File: config.mk
export PLATFORM = sky130hd
export DESIGN_NAME = taxi_pcie_us_rq_arb
export DESIGN_NICKNAME = d
export VERILOG_FILES = /design/src/rtl/taxi_pcie_us_rq_arb.sv
export SDC_FILE = /design/constraint.sdc
export NUM_CORES = 1
export LEC_CHECK = 0
export BUFFER_PORTS_ARGS = -buffer_cell sky130_fd_sc_hd__buf_4
export CORE_AREA = 2 2 397 399
export CTS_CLUSTER_DIAMETER = 50
export CTS_CLUSTER_SIZE = 12
export DETAILED_ROUTE_END_ITERATION = 7
export DIE_AREA = 0 0 399 401
export SLEW_MARGIN = 20
export SYNTH_ARGS = -nofsm -noshare
export SYNTH_HDL_FRONTEND = slang
export SYNTH_SLANG_ARGS = --single-unit
File: constraint.sdc
create_clock -name clk -period 13.6 [get_ports clk]
set_input_delay 2.72 -clock clk [delete_from_list [all_inputs] [get_ports clk]]
set_output_delay 2.72 -clock clk [all_outputs]
set_load 0.01 [all_outputs]
File: src/rtl/taxi_pcie_us_rq_arb.sv
// Two-port PCIe requester-request (RQ) arbiter.
// Merges the read-DMA (port 0) and write-DMA (port 1) RQ TLP streams into one
// stream to the PCIe core. It arbitrates frame-by-frame with round-robin priority
// and has one output register stage. On each forwarded beat it writes the source
// port index into the MSB of every tuser sequence-number field. It routes
// sequence numbers returned by the core back to the port named by that MSB.
//
// Ports:
//   clk, rst                      clock, asynchronous active-high reset
//   s_axis_rq_0_*                 RQ sink, port 0 (read DMA)
//   s_axis_rq_1_*                 RQ sink, port 1 (write DMA)
//   m_axis_rq_*                   merged RQ source to the PCIe core
//   s_axis_rq_seq_num_{0,1}       sequence numbers returned by the core
//   s_axis_rq_seq_num_valid_{0,1} qualifiers for the returned numbers
//   m{0,1}_axis_rq_seq_num_{0,1}  returned numbers routed to port 0 / port 1
//   m{0,1}_axis_rq_seq_num_valid_{0,1}
module taxi_pcie_us_rq_arb #(
  parameter int unsigned AXIS_PCIE_DATA_W    = 256,
  parameter int unsigned AXIS_PCIE_KEEP_W    = AXIS_PCIE_DATA_W / 32,
  parameter int unsigned AXIS_PCIE_RQ_USER_W = 62,
  parameter int unsigned RQ_SEQ_NUM_W        = 6
) (
  input  logic                           clk,
  input  logic                           rst,

  input  logic [AXIS_PCIE_DATA_W-1:0]    s_axis_rq_0_tdata,
  input  logic [AXIS_PCIE_KEEP_W-1:0]    s_axis_rq_0_tkeep,
  input  logic                           s_axis_rq_0_tvalid,
  output logic                           s_axis_rq_0_tready,
  input  logic                           s_axis_rq_0_tlast,
  input  logic [AXIS_PCIE_RQ_USER_W-1:0] s_axis_rq_0_tuser,

  input  logic [AXIS_PCIE_DATA_W-1:0]    s_axis_rq_1_tdata,
  input  logic [AXIS_PCIE_KEEP_W-1:0]    s_axis_rq_1_tkeep,
  input  logic                           s_axis_rq_1_tvalid,
  output logic                           s_axis_rq_1_tready,
  input  logic                           s_axis_rq_1_tlast,
  input  logic [AXIS_PCIE_RQ_USER_W-1:0] s_axis_rq_1_tuser,

  output logic [AXIS_PCIE_DATA_W-1:0]    m_axis_rq_tdata,
  output logic [AXIS_PCIE_KEEP_W-1:0]    m_axis_rq_tkeep,
  output logic                           m_axis_rq_tvalid,
  input  logic                           m_axis_rq_tready,
  output logic                           m_axis_rq_tlast,
  output logic [AXIS_PCIE_RQ_USER_W-1:0] m_axis_rq_tuser,

  input  logic [RQ_SEQ_NUM_W-1:0]        s_axis_rq_seq_num_0,
  input  logic                           s_axis_rq_seq_num_valid_0,
  input  logic [RQ_SEQ_NUM_W-1:0]        s_axis_rq_seq_num_1,
  input  logic                           s_axis_rq_seq_num_valid_1,

  output logic [RQ_SEQ_NUM_W-1:0]        m0_axis_rq_seq_num_0,
  output logic                           m0_axis_rq_seq_num_valid_0,
  output logic [RQ_SEQ_NUM_W-1:0]        m0_axis_rq_seq_num_1,
  output logic                           m0_axis_rq_seq_num_valid_1,
  output logic [RQ_SEQ_NUM_W-1:0]        m1_axis_rq_seq_num_0,
  output logic                           m1_axis_rq_seq_num_valid_0,
  output logic [RQ_SEQ_NUM_W-1:0]        m1_axis_rq_seq_num_1,
  output logic                           m1_axis_rq_seq_num_valid_1
);

  // tuser bit that carries the MSB of each sequence-number field. The narrow
  // tuser has one field only, so the second position aliases the first.
  localparam int unsigned SEQ0_MSB_POS = (AXIS_PCIE_RQ_USER_W == 62) ?
                                         ((RQ_SEQ_NUM_W == 6) ? 61 : 27) :
                                         (61 + RQ_SEQ_NUM_W - 1);
  localparam int unsigned SEQ1_MSB_POS = (AXIS_PCIE_RQ_USER_W == 62) ?
                                         SEQ0_MSB_POS :
                                         (67 + RQ_SEQ_NUM_W - 1);

  typedef enum logic {
    ST_IDLE   = 1'b0,
    ST_LOCKED = 1'b1
  } state_t;

  state_t                         r_state;
  logic                           r_sel;      // port owning the open frame
  logic                           r_rr_last;  // port granted most recently

  logic [AXIS_PCIE_DATA_W-1:0]    r_m_tdata;
  logic [AXIS_PCIE_KEEP_W-1:0]    r_m_tkeep;
  logic                           r_m_tvalid;
  logic                           r_m_tlast;
  logic [AXIS_PCIE_RQ_USER_W-1:0] r_m_tuser;

  logic [RQ_SEQ_NUM_W-1:0]        r_m0_seq_0;
  logic [RQ_SEQ_NUM_W-1:0]        r_m0_seq_1;
  logic [RQ_SEQ_NUM_W-1:0]        r_m1_seq_0;
  logic [RQ_SEQ_NUM_W-1:0]        r_m1_seq_1;
  logic                           r_m0_vld_0;
  logic                           r_m0_vld_1;
  logic                           r_m1_vld_0;
  logic                           r_m1_vld_1;

  logic                           w_out_ready;
  logic                           w_grant;
  logic                           w_grant_valid;
  logic                           w_xfer;
  logic [AXIS_PCIE_DATA_W-1:0]    w_data;
  logic [AXIS_PCIE_KEEP_W-1:0]    w_keep;
  logic                           w_last;
  logic [AXIS_PCIE_RQ_USER_W-1:0] w_user;
  logic                           w_ret_port_0;
  logic                           w_ret_port_1;
  logic [RQ_SEQ_NUM_W-1:0]        w_ret_val_0;
  logic [RQ_SEQ_NUM_W-1:0]        w_ret_val_1;

  // The output register can take a beat when it is empty or being drained.
  assign w_out_ready = !r_m_tvalid || m_axis_rq_tready;

  // Grant selection: hold the owner while locked, otherwise round-robin.
  always_comb begin
    w_grant = 1'b0;
    if (r_state == ST_LOCKED) begin
      w_grant = r_sel;
    end else if (s_axis_rq_0_tvalid && s_axis_rq_1_tvalid) begin
      w_grant = ~r_rr_last;
    end else begin
      w_grant = s_axis_rq_1_tvalid;
    end
  end

  assign w_grant_valid = w_grant ? s_axis_rq_1_tvalid : s_axis_rq_0_tvalid;
  assign w_xfer        = w_grant_valid && w_out_ready;

  // Only the granted port sees tready; both ports are held off during reset.
  assign s_axis_rq_0_tready = !rst && w_out_ready && !w_grant;
  assign s_axis_rq_1_tready = !rst && w_out_ready &&  w_grant;

  // Beat mux. The sequence-number MSBs are overwritten with the source index.
  always_comb begin
    w_data = s_axis_rq_0_tdata;
    w_keep = s_axis_rq_0_tkeep;
    w_last = s_axis_rq_0_tlast;
    w_user = s_axis_rq_0_tuser;
    if (w_grant) begin
      w_data = s_axis_rq_1_tdata;
      w_keep = s_axis_rq_1_tkeep;
      w_last = s_axis_rq_1_tlast;
      w_user = s_axis_rq_1_tuser;
    end
    w_user[SEQ0_MSB_POS] = w_grant;
    w_user[SEQ1_MSB_POS] = w_grant;
  end

  // Output register stage.
  always_ff @(posedge clk or posedge rst) begin
    if (rst) begin
      r_m_tdata  <= '0;
      r_m_tkeep  <= '0;
      r_m_tvalid <= 1'b0;
      r_m_tlast  <= 1'b0;
      r_m_tuser  <= '0;
    end else if (w_xfer) begin
      r_m_tdata  <= w_data;
      r_m_tkeep  <= w_keep;
      r_m_tvalid <= 1'b1;
      r_m_tlast  <= w_last;
      r_m_tuser  <= w_user;
    end else if (m_axis_rq_tready) begin
      r_m_tvalid <= 1'b0;
    end
  end

  // Frame lock FSM. The round-robin pointer moves whenever a new frame starts,
  // and that includes single-beat frames that never leave IDLE.
  always_ff @(posedge clk or posedge rst) begin
    if (rst) begin
      r_state   <= ST_IDLE;
      r_sel     <= 1'b0;
      r_rr_last <= 1'b1;
    end else begin
      case (r_state)
        ST_IDLE: begin
          if (w_xfer) begin
            r_rr_last <= w_grant;
            r_sel     <= w_grant;
            if (!w_last) begin
              r_state <= ST_LOCKED;
            end
          end
        end
        ST_LOCKED: begin
          if (w_xfer && w_last) begin
            r_state <= ST_IDLE;
          end
        end
        default: begin
          r_state <= ST_IDLE;
        end
      endcase
    end
  end

  // The MSB of a returned number names its destination port and is cleared on delivery.
  assign w_ret_port_0 = s_axis_rq_seq_num_0[RQ_SEQ_NUM_W-1];
  assign w_ret_port_1 = s_axis_rq_seq_num_1[RQ_SEQ_NUM_W-1];
  assign w_ret_val_0  = {1'b0, s_axis_rq_seq_num_0[RQ_SEQ_NUM_W-2:0]};
  assign w_ret_val_1  = {1'b0, s_axis_rq_seq_num_1[RQ_SEQ_NUM_W-2:0]};

  // Each return channel is routed on its own, so two returns in one cycle never collide.
  always_ff @(posedge clk or posedge rst) begin
    if (rst) begin
      r_m0_seq_0 <= '0;
      r_m0_seq_1 <= '0;
      r_m1_seq_0 <= '0;
      r_m1_seq_1 <= '0;
      r_m0_vld_0 <= 1'b0;
      r_m0_vld_1 <= 1'b0;
      r_m1_vld_0 <= 1'b0;
      r_m1_vld_1 <= 1'b0;
    end else begin
      r_m0_vld_0 <= s_axis_rq_seq_num_valid_0 && !w_ret_port_0;
      r_m1_vld_0 <= s_axis_rq_seq_num_valid_0 &&  w_ret_port_0;
      r_m0_vld_1 <= s_axis_rq_seq_num_valid_1 && !w_ret_port_1;
      r_m1_vld_1 <= s_axis_rq_seq_num_valid_1 &&  w_ret_port_1;
      r_m0_seq_0 <= (s_axis_rq_seq_num_valid_0 && !w_ret_port_0) ? w_ret_val_0 : '0;
      r_m1_seq_0 <= (s_axis_rq_seq_num_valid_0 &&  w_ret_port_0) ? w_ret_val_0 : '0;
      r_m0_seq_1 <= (s_axis_rq_seq_num_valid_1 && !w_ret_port_1) ? w_ret_val_1 : '0;
      r_m1_seq_1 <= (s_axis_rq_seq_num_valid_1 &&  w_ret_port_1) ? w_ret_val_1 : '0;
    end
  end

  assign m_axis_rq_tdata  = r_m_tdata;
  assign m_axis_rq_tkeep  = r_m_tkeep;
  assign m_axis_rq_tvalid = r_m_tvalid;
  assign m_axis_rq_tlast  = r_m_tlast;
  assign m_axis_rq_tuser  = r_m_tuser;

  assign m0_axis_rq_seq_num_0       = r_m0_seq_0;
  assign m0_axis_rq_seq_num_valid_0 = r_m0_vld_0;
  assign m0_axis_rq_seq_num_1       = r_m0_seq_1;
  assign m0_axis_rq_seq_num_valid_1 = r_m0_vld_1;
  assign m1_axis_rq_seq_num_0       = r_m1_seq_0;
  assign m1_axis_rq_seq_num_valid_0 = r_m1_vld_0;
  assign m1_axis_rq_seq_num_1       = r_m1_seq_1;
  assign m1_axis_rq_seq_num_valid_1 = r_m1_vld_1;

endmodule

Word level (Yosys, flattened, before mapping)
Index checks and enable logic that the tools add are counted.
W data, S select, Z words.
{"block": "totals", "output_inout_bits": 358, "input_bits": 673, "elab_cells": 53, "register_bits": 355}
{"block": "op_classes", "n_bitwise": 2, "muxes": 17, "n_reduce_logical": 18}
{"operator": "$mux W256", "n": 1}
{"operator": "$mux W61", "n": 1}
{"operator": "$mux W5", "n": 4}
{"operator": "$logic_and A1 B1 Y1", "n": 10}
{"operator": "$mux W1", "n": 9}
{"operator": "$mux W8", "n": 1}
{"operator": "$logic_not A1 Y1", "n": 5}
{"operator": "$not A1 Y1", "n": 2}
{"operator": "$pmux W1 S2", "n": 1}
{"operator": "$reduce_and A2 Y1", "n": 1}
{"operator": "$reduce_bool A2 Y1", "n": 1}
{"operator": "$logic_or A1 B1 Y1", "n": 1}

Logic depth before layout (Yosys ltp)
Gate-level depths: netlist of run 1.
{"block": "logic_depth", "ltp_word": 8, "depth_mapped": 8, "ltp_nobuf": 4}

Worst setup path after synthesis of run 1
Ideal clock, no wire load.
{"block": "synth_path", "path_kind": "input to output", "from": "input s_axis_rq_1_tvalid", "to": "output s_axis_rq_1_tready", "arrival_ns": 3.747, "n_path_buf": 3, "cell_stages": 6, "required_time_ns": 10.880, "slack_ns": 7.133, "path_cell_list": "nor2b_1 a22oi_1 buf_2 buf_4 buf_4 nor3_1"}
{"block": "synth_between", "elab_chain_len": 4}
{"element": "start, declared", "line_no": "35", "text": "input logic s_axis_rq_1_tvalid,"}
{"element": "$logic_and A1 B1 Y1", "line_no": "116", "text": "end else if (s_axis_rq_0_tvalid && s_axis_rq_1_tvalid) begin"}
{"element": "$mux W1 (*)", "line_no": "116"}
{"element": "$mux W1 (*)", "line_no": "114", "text": "if (r_state == ST_LOCKED) begin"}
{"element": "$logic_and A1 B1 Y1 (*)", "line_no": "128", "text": "assign s_axis_rq_1_tready = !rst && w_out_ready && w_grant;"}
{"element": "end, declared", "line_no": "36", "text": "output logic s_axis_rq_1_tready,"}
Every way passes the cells marked *; elsewhere a longest branch is shown, timed or not.

Worst setup path after layout of run 1
{"block": "layout_path", "from": "input s_axis_rq_1_tvalid", "to": "output s_axis_rq_0_tready"}
{"block": "layout_between", "elab_chain_len": 5}
{"element": "$logic_and A1 B1 Y1", "line_no": "116"}
{"element": "$mux W1 (*)", "line_no": "116"}
{"element": "$mux W1 (*)", "line_no": "114"}
{"element": "$logic_not A1 Y1 (*)", "line_no": "127", "text": "assign s_axis_rq_0_tready = !rst && w_out_ready && !w_grant;"}
{"element": "$logic_and A1 B1 Y1 (*)", "line_no": "127"}
{"element": "end, declared", "line_no": "29", "text": "output logic s_axis_rq_0_tready,"}
Marked as above.

==> flow_summary.json, run 1 <==
{
  "wl_per_cell_um": 23.1,
  "synth_area_per_cell_um2": 10.6,
  "cts_resized": 0,
  "finalSetupTns_ns": 0,
  "drc": 0,
  "crit_path_cell_trace": "buf_4, nor2b_1, a22o_1, nor3_1, buf_4",
  "first_pass_iters": 4,
  "syn_area_mm2": 0.0159,
  "die_area_mm2": 0.160,
  "finish.net_count": 3150,
  "seqPwrFrac_pct": 31.6,
  "ys_seq_elements": 355,
  "synth.distinct_cells": 26,
  "grt_max_degree": 202,
  "drtIter0Drc": 873,
  "critical_path_class": "input port to output port",
  "finalCritPeriodShare_pct": 46.4,
  "slew_headroom_pct": 28.6,
  "drive_gt1_share_pct": 45.3,
  "seq_area_mm2": 0.00888,
  "p_leak_nw": 14.1,
  "critical-path-top-delay-family": "buffers and inverters",
  "internal-power_mw": 3.63,
  "finalSetupViolCount": 0,
  "final_common_cell": "buf_4",
  "dr_total_vias": 15594,
  "layout_common_cells": "buf_4, dfrtp_1, nand2_1",
  "dp_hpwl_um": 91100,
  "dp_cells": 4481,
  "clock_power_share_pct": 25.5,
  "grt_pass1_vias": 15413,
  "ant_nets": 0,
  "yosysSeqAreaShare_pct": 56.0,
  "fin_crit_ns": 6.31,
  "worst_path_most_repeated_cell": "buf_4",
  "reg2reg_depth": 8,
  "hp-class": "flop to flop",
  "synth.top_cell.area_share_pct": 55.8,
  "nFillCells": 17364,
  "multi_input_area_mm2": 0.00644,
  "slowest_delay_ns": 0.24,
  "place_congestion": 0.955,
  "insertion_delay_ns": 0.64,
  "drt-total-wl_um": 106000,
  "start_kind": "input port",
  "powerDensity_mw_per_mm2": 211,
  "worstSetupPathDepth": 5,
  "numCtsBuffers": 52,
  "initial_utilization_pct": 10.2,
  "p_total_mw": 5.84,
  "yosys_warnings": 0,
  "critPathCaptureType": "output port",
  "htreeDepth": 2,
  "switching_share_pct": 37.8,
  "numPortBuffers": 1024,
  "core_area_mm2": 0.156,
  "status": "complete, no violations",
  "clk_pin_slew_ns": 0.05,
  "dp_worst_setup_slack_ns": 6.78,
  "cp_num_buf_inv": 2,
  "synth_area_leader_cell": "dfrtp_1",
  "synthToLayoutAreaGrowth_pct": 74.6,
  "syn_inst": 1493,
  "fmax_ghz": 0.158,
  "viasPerCell": 3.40,
  "drv_cap": 0,
  "holdPathStages": 2,
  "die_height_um": 401,
  "hold_slack_ns": 0.476,
  "slew_violations": 0,
  "root_buffer": "clkbuf_16",
  "worst_slew_pin_slew_ns": 1.07,
  "hold_buffers": 0,
  "hold_viol": 0,
  "switchingPower_mw": 2.20,
  "worst_path_max_delay_cell": "a22o_1",
  "cts_setup_buffers": 0,
  "rsz0062_at_grt": "no",
  "grt_pass1_wl_um": 138000,
  "antenna_found_initial": 103,
  "crit_arrival_ns": 3.59,
  "fin_worst_skew_ns": 0.0328,
  "cts_tree": "yes",
  "post-route-worst-setup-slack_ns": 7.29,
  "grt_remaining_overflow": 0,
  "ioPinCount": 1031,
  "ir_drop_v": 0.000139,
  "comb_power_share_pct": 42.8,
  "required_ns": 10.88,
  "worst-path-max-fanout": 6,
  "row_count": 145,
  "synth_area_leaders": "dfrtp_1, mux2i_1, o21ai_0, nand2_1, o21ai_1",
  "chipWidth_um": 399,
  "grt_usage_pct": 12.6,
  "instances_no_fill": 4591,
  "cts_buffer_depth": 3,
  "cts.sinks": 355
}
-- layout make-up --
| type | count | area share [%] |
|---|---|---|
| antenna | 12 | 0.108 |
| clock buffer | 59 | 4.94 |
| clock inverter | 39 | 1.95 |
| inverter | 1 | 0.0407 |
| multi-input combinational | 1028 | 23.3 |
| sequential | 355 | 32.1 |
| tap | 2058 | 9.30 |
| timing repair buffer | 1039 | 28.3 |
-- synthesized netlist by cell type --
master	instances
inv_1	1
a21boi_1	1
nand2_1	328
a31oi_1	1
o21ai_0	257
buf_6	2
nor2b_1	4
buf_4	10
mux2i_1	325
and2_1	12
a22o_1	1
clkbuf_1	34
mux2_2	3
a21oi_1	1
nand2b_1	2
and3_1	10
buf_2	66
o221ai_2	1
dfstp_2	1
dfrtp_1	354
o21a_1	1
o21ai_1	71
a22oi_1	1
nor3_1	2
nor2_1	3
conb_1	1
-- registers in the layout, summed over array words and instances (netlist names), 5 cells and up, named ones only --
name / flops
m0_axis_rq_seq_num_0: 5
m_axis_rq_tkeep: 8
m_axis_rq_tuser: 62
m0_axis_rq_seq_num_1: 5
m1_axis_rq_seq_num_1: 5
m_axis_rq_tdata: 256
m1_axis_rq_seq_num_0: 5
-- kinds of logic after synthesis --
| group | count (synthesis) | synth area share, % |
|---|---|---|
| DFF | 355 | 56.0 |
| AOI/OAI and AO/OA | 335 | 10.7 |
| and+or+nand+nor | 361 | 9.00 |
| buffers and inverters | 113 | 3.53 |
| muxes | 328 | 20.7 |
| other | 1 | 0.0236 |
-- power groups by stage --
stage                     logic [mW]  registers (mW)  clock network, mW
after floorplan                 1.04            2.03                  0
after global placement          2.50            1.84                  0
after detailed placement        2.53            1.86                  0
after CTS                       2.53            1.85               1.54
after global routing            2.72            1.90               1.57
final                           2.50            1.85               1.49
-- stage by stage --
step / utilization [%] / area (µm²)
after floorplan: - / 15900
after global placement: 16.5 / 25800
after detailed placement: 16.5 / 25800
after CTS: 17.8 / 27700
after global routing: 17.8 / 27700
final: 17.8 / 27700
-- worst min-delay path, delay by kind of cell (launching register included) --
kind / cells / cell delay (ns)
flip-flops: 1 / 0.34
AO/OA/AOI/OAI: 1 / 0.06
AND/OR/NAND/NOR: 1 / 0.05
-- metal layers --
layer,global-route usage (%),part of all wire (%),vias up
li1,-,-,7131
met5,0,0.17,-
met2,20.3,45,812
met4,2.86,2.8,22
met1,16.3,43,7369
met3,4.24,8.9,260
-- path summary, 6_finish.rpt --
check                                                       from                               end  slack [ns]
min in group asynchronous                                    rst   m_axis_rq_tdata[87]$_DFFE_PP0P_        2.25
worst min-delay path            m_axis_rq_tdata[149]$_DFFE_PP0P_  m_axis_rq_tdata[149]$_DFFE_PP0P_        0.48
worst max-delay path                          s_axis_rq_1_tvalid                s_axis_rq_0_tready        7.29
worst max register to register             r_rr_last$_DFFE_PP1P_  m_axis_rq_tdata[250]$_DFFE_PP0P_        9.20
max in group asynchronous                                    rst  m_axis_rq_tdata[242]$_DFFE_PP0P_        9.30
worst min register to register  m_axis_rq_tdata[149]$_DFFE_PP0P_  m_axis_rq_tdata[149]$_DFFE_PP0P_        0.48
Power figures use the tool's default switching activity.
==> run 2, diff against run 1 <==
clock period = 6.1 ns   (was 13.6 ns; I/O delays follow)
==> run 2 against run 1 <==
Net effect:
- core utilization is 0.059 points higher
- flip-flop and latch count stayed put
- die area stayed put
- hold slack better by 0.00099 ns
- critical endpoint is now s_axis_rq_1_tready
- highest routed layer unchanged
==> flow_summary.json, run 2 (same netlist as run 1, synthesis figures left out) <==
{
  "cts_resized": 0,
  "chipWidth_um": 399,
  "hold_buffers": 0,
  "finalSetupTns_ns": 0,
  "wl_per_cell_um": 22.5,
  "finalCritPeriodShare_pct": 60.2,
  "clk_pin_slew_ns": 0.05,
  "ir_drop_v": 0.000267,
  "p_leak_nw": 14.2,
  "crit_path_cell_trace": "buf_4, nor2b_1, a22oi_2, buf_12, nor3_1, buf_4",
  "final_common_cell": "buf_4",
  "drt-total-wl_um": 103000,
  "ff2ff_setup_slack_ns": 3.31,
  "worst_path_max_delay_cell": "buf_12",
  "drtIter0Drc": 918,
  "die_area_mm2": 0.160,
  "drv_cap": 0,
  "hold_viol": 0,
  "die_height_um": 401,
  "row_count": 145,
  "cts.sinks": 355,
  "grt_pass1_wl_um": 136000,
  "root_buffer": "clkbuf_16",
  "placed_area_mm2": 0.0259,
  "worst_path_most_repeated_cell": "buf_4",
  "finalSetupViolCount": 0,
  "dp_hpwl_um": 88700,
  "critPathCaptureType": "output port",
  "fin_worst_skew_ns": 0.0169,
  "grt_pass1_vias": 15329,
  "numPortBuffers": 1024,
  "fin_crit_ns": 3.67,
  "post-route-worst-setup-slack_ns": 2.43,
  "hp-class": "flop to flop",
  "cts_tree": "yes",
  "viasPerCell": 3.41,
  "grt_remaining_overflow": 0,
  "slowest_delay_ns": 0.38,
  "antenna_found_initial": 106,
  "dr_total_vias": 15645,
  "cts_setup_buffers": 0,
  "initial_utilization_pct": 10.2,
  "ioPinCount": 1031,
  "numCtsBuffers": 52,
  "rsz0062_at_grt": "no",
  "htreeDepth": 2,
  "place_congestion": 1.01,
  "grt_usage_pct": 12.4,
  "grt_max_degree": 201,
  "worst-path-max-fanout": 53,
  "start_kind": "input port",
  "drive_gt1_share_pct": 45.3,
  "fmax_ghz": 0.272,
  "stdcell_area_mm2": 0.0278,
  "required_ns": 4.88,
  "crit_arrival_ns": 2.45,
  "synthToLayoutAreaGrowth_pct": 75.2,
  "finish.net_count": 3159,
  "ant_nets": 0,
  "first_pass_iters": 5,
  "largest_register_ff_count": 256,
  "worst_slew_pin_slew_ns": 0.905,
  "core_area_mm2": 0.156,
  "layout_common_cells": "buf_4, dfrtp_1, nand2_1",
  "status": "complete, no violations",
  "hold_slack_ns": 0.477,
  "dp_worst_setup_slack_ns": 2.33,
  "slew_headroom_pct": 39.7,
  "powerDensity_mw_per_mm2": 466,
  "cts_buffer_depth": 3,
  "insertion_delay_ns": 0.64,
  "slew_violations": 0,
  "critical_path_class": "input port to output port",
  "drc": 0
}
-- run 2: changes by cell type in the layout (fill, tap and decap cells not counted), sizes merged --
cell / before / now
buf: 1039 / 1048
bufinv: 8 / 7
clkbuf: 59 / 64
clkinv: 16 / 8
clkinvlp: 5 / 6
diode: 12 / 7
inv: 11 / 12
-- run 2: path summary, 6_finish.rpt --
kind                            depth (start not counted)                               end                             start
worst min-delay path                                    2  m_axis_rq_tdata[165]$_DFFE_PP0P_  m_axis_rq_tdata[165]$_DFFE_PP0P_
max in group asynchronous                               3  m_axis_rq_tdata[237]$_DFFE_PP0P_                               rst
min in group asynchronous                               2   m_axis_rq_tdata[13]$_DFFE_PP0P_                               rst
worst max register to register                          6  m_axis_rq_tdata[152]$_DFFE_PP0P_             r_rr_last$_DFFE_PP1P_
worst min register to register                          2  m_axis_rq_tdata[165]$_DFFE_PP0P_  m_axis_rq_tdata[165]$_DFFE_PP0P_
worst max-delay path                                    6                s_axis_rq_1_tready                s_axis_rq_1_tvalid
-- run 2: per-layer routing --
metal,vias up,GRT usage [%],wire [µm]
met5,-,0,145
met4,24,2.66,2770
met3,230,4.29,10500
met2,880,19.8,46300
met1,7381,16.0,43500
li1,7130,-,-
-- run 2: per-stage QoR --
| step | utilization [%] | power (mW) | instances |
|---|---|---|---|
| after floorplan | - | 6.84 | 1496 |
| after global placement | 16.6 | 9.67 | 4490 |
| after detailed placement | 16.6 | 9.77 | 4490 |
| after CTS | 17.8 | 13.1 | 4586 |
| after global routing | 17.8 | 13.8 | 4588 |
| final | 17.8 | 13.0 | 4593 |
-- run 2: worst max-delay path, delay by kind of cell --
family	cells	cell delay (ns)
compound gates	1	0.20
buf+inv	3	0.74
simple gates	2	0.26
-- run 2: cell type report --
| type | count | area, µm² |
|---|---|---|
| diodes | 7 | 17.5 |
| clock buffers | 64 | 1420 |
| clock inverters | 32 | 457 |
| fillers | 17356 | 128000 |
| inverters | 1 | 7.51 |
| multi-input cells | 1028 | 6440 |
| flip-flops and latches | 355 | 8880 |
| well taps | 2058 | 2570 |
| repair buffers | 1048 | 7980 |
-- run 2: power breakdown --
group	total (mW)	leakage (nW)	switching, mW	internal [mW]
Combinational	5.60	8.88	2.90	2.70
Sequential	4.08	4.37	0.642	3.44
Clock	3.27	0.904	1.29	1.98
Total	13.0	14.2	4.83	8.12
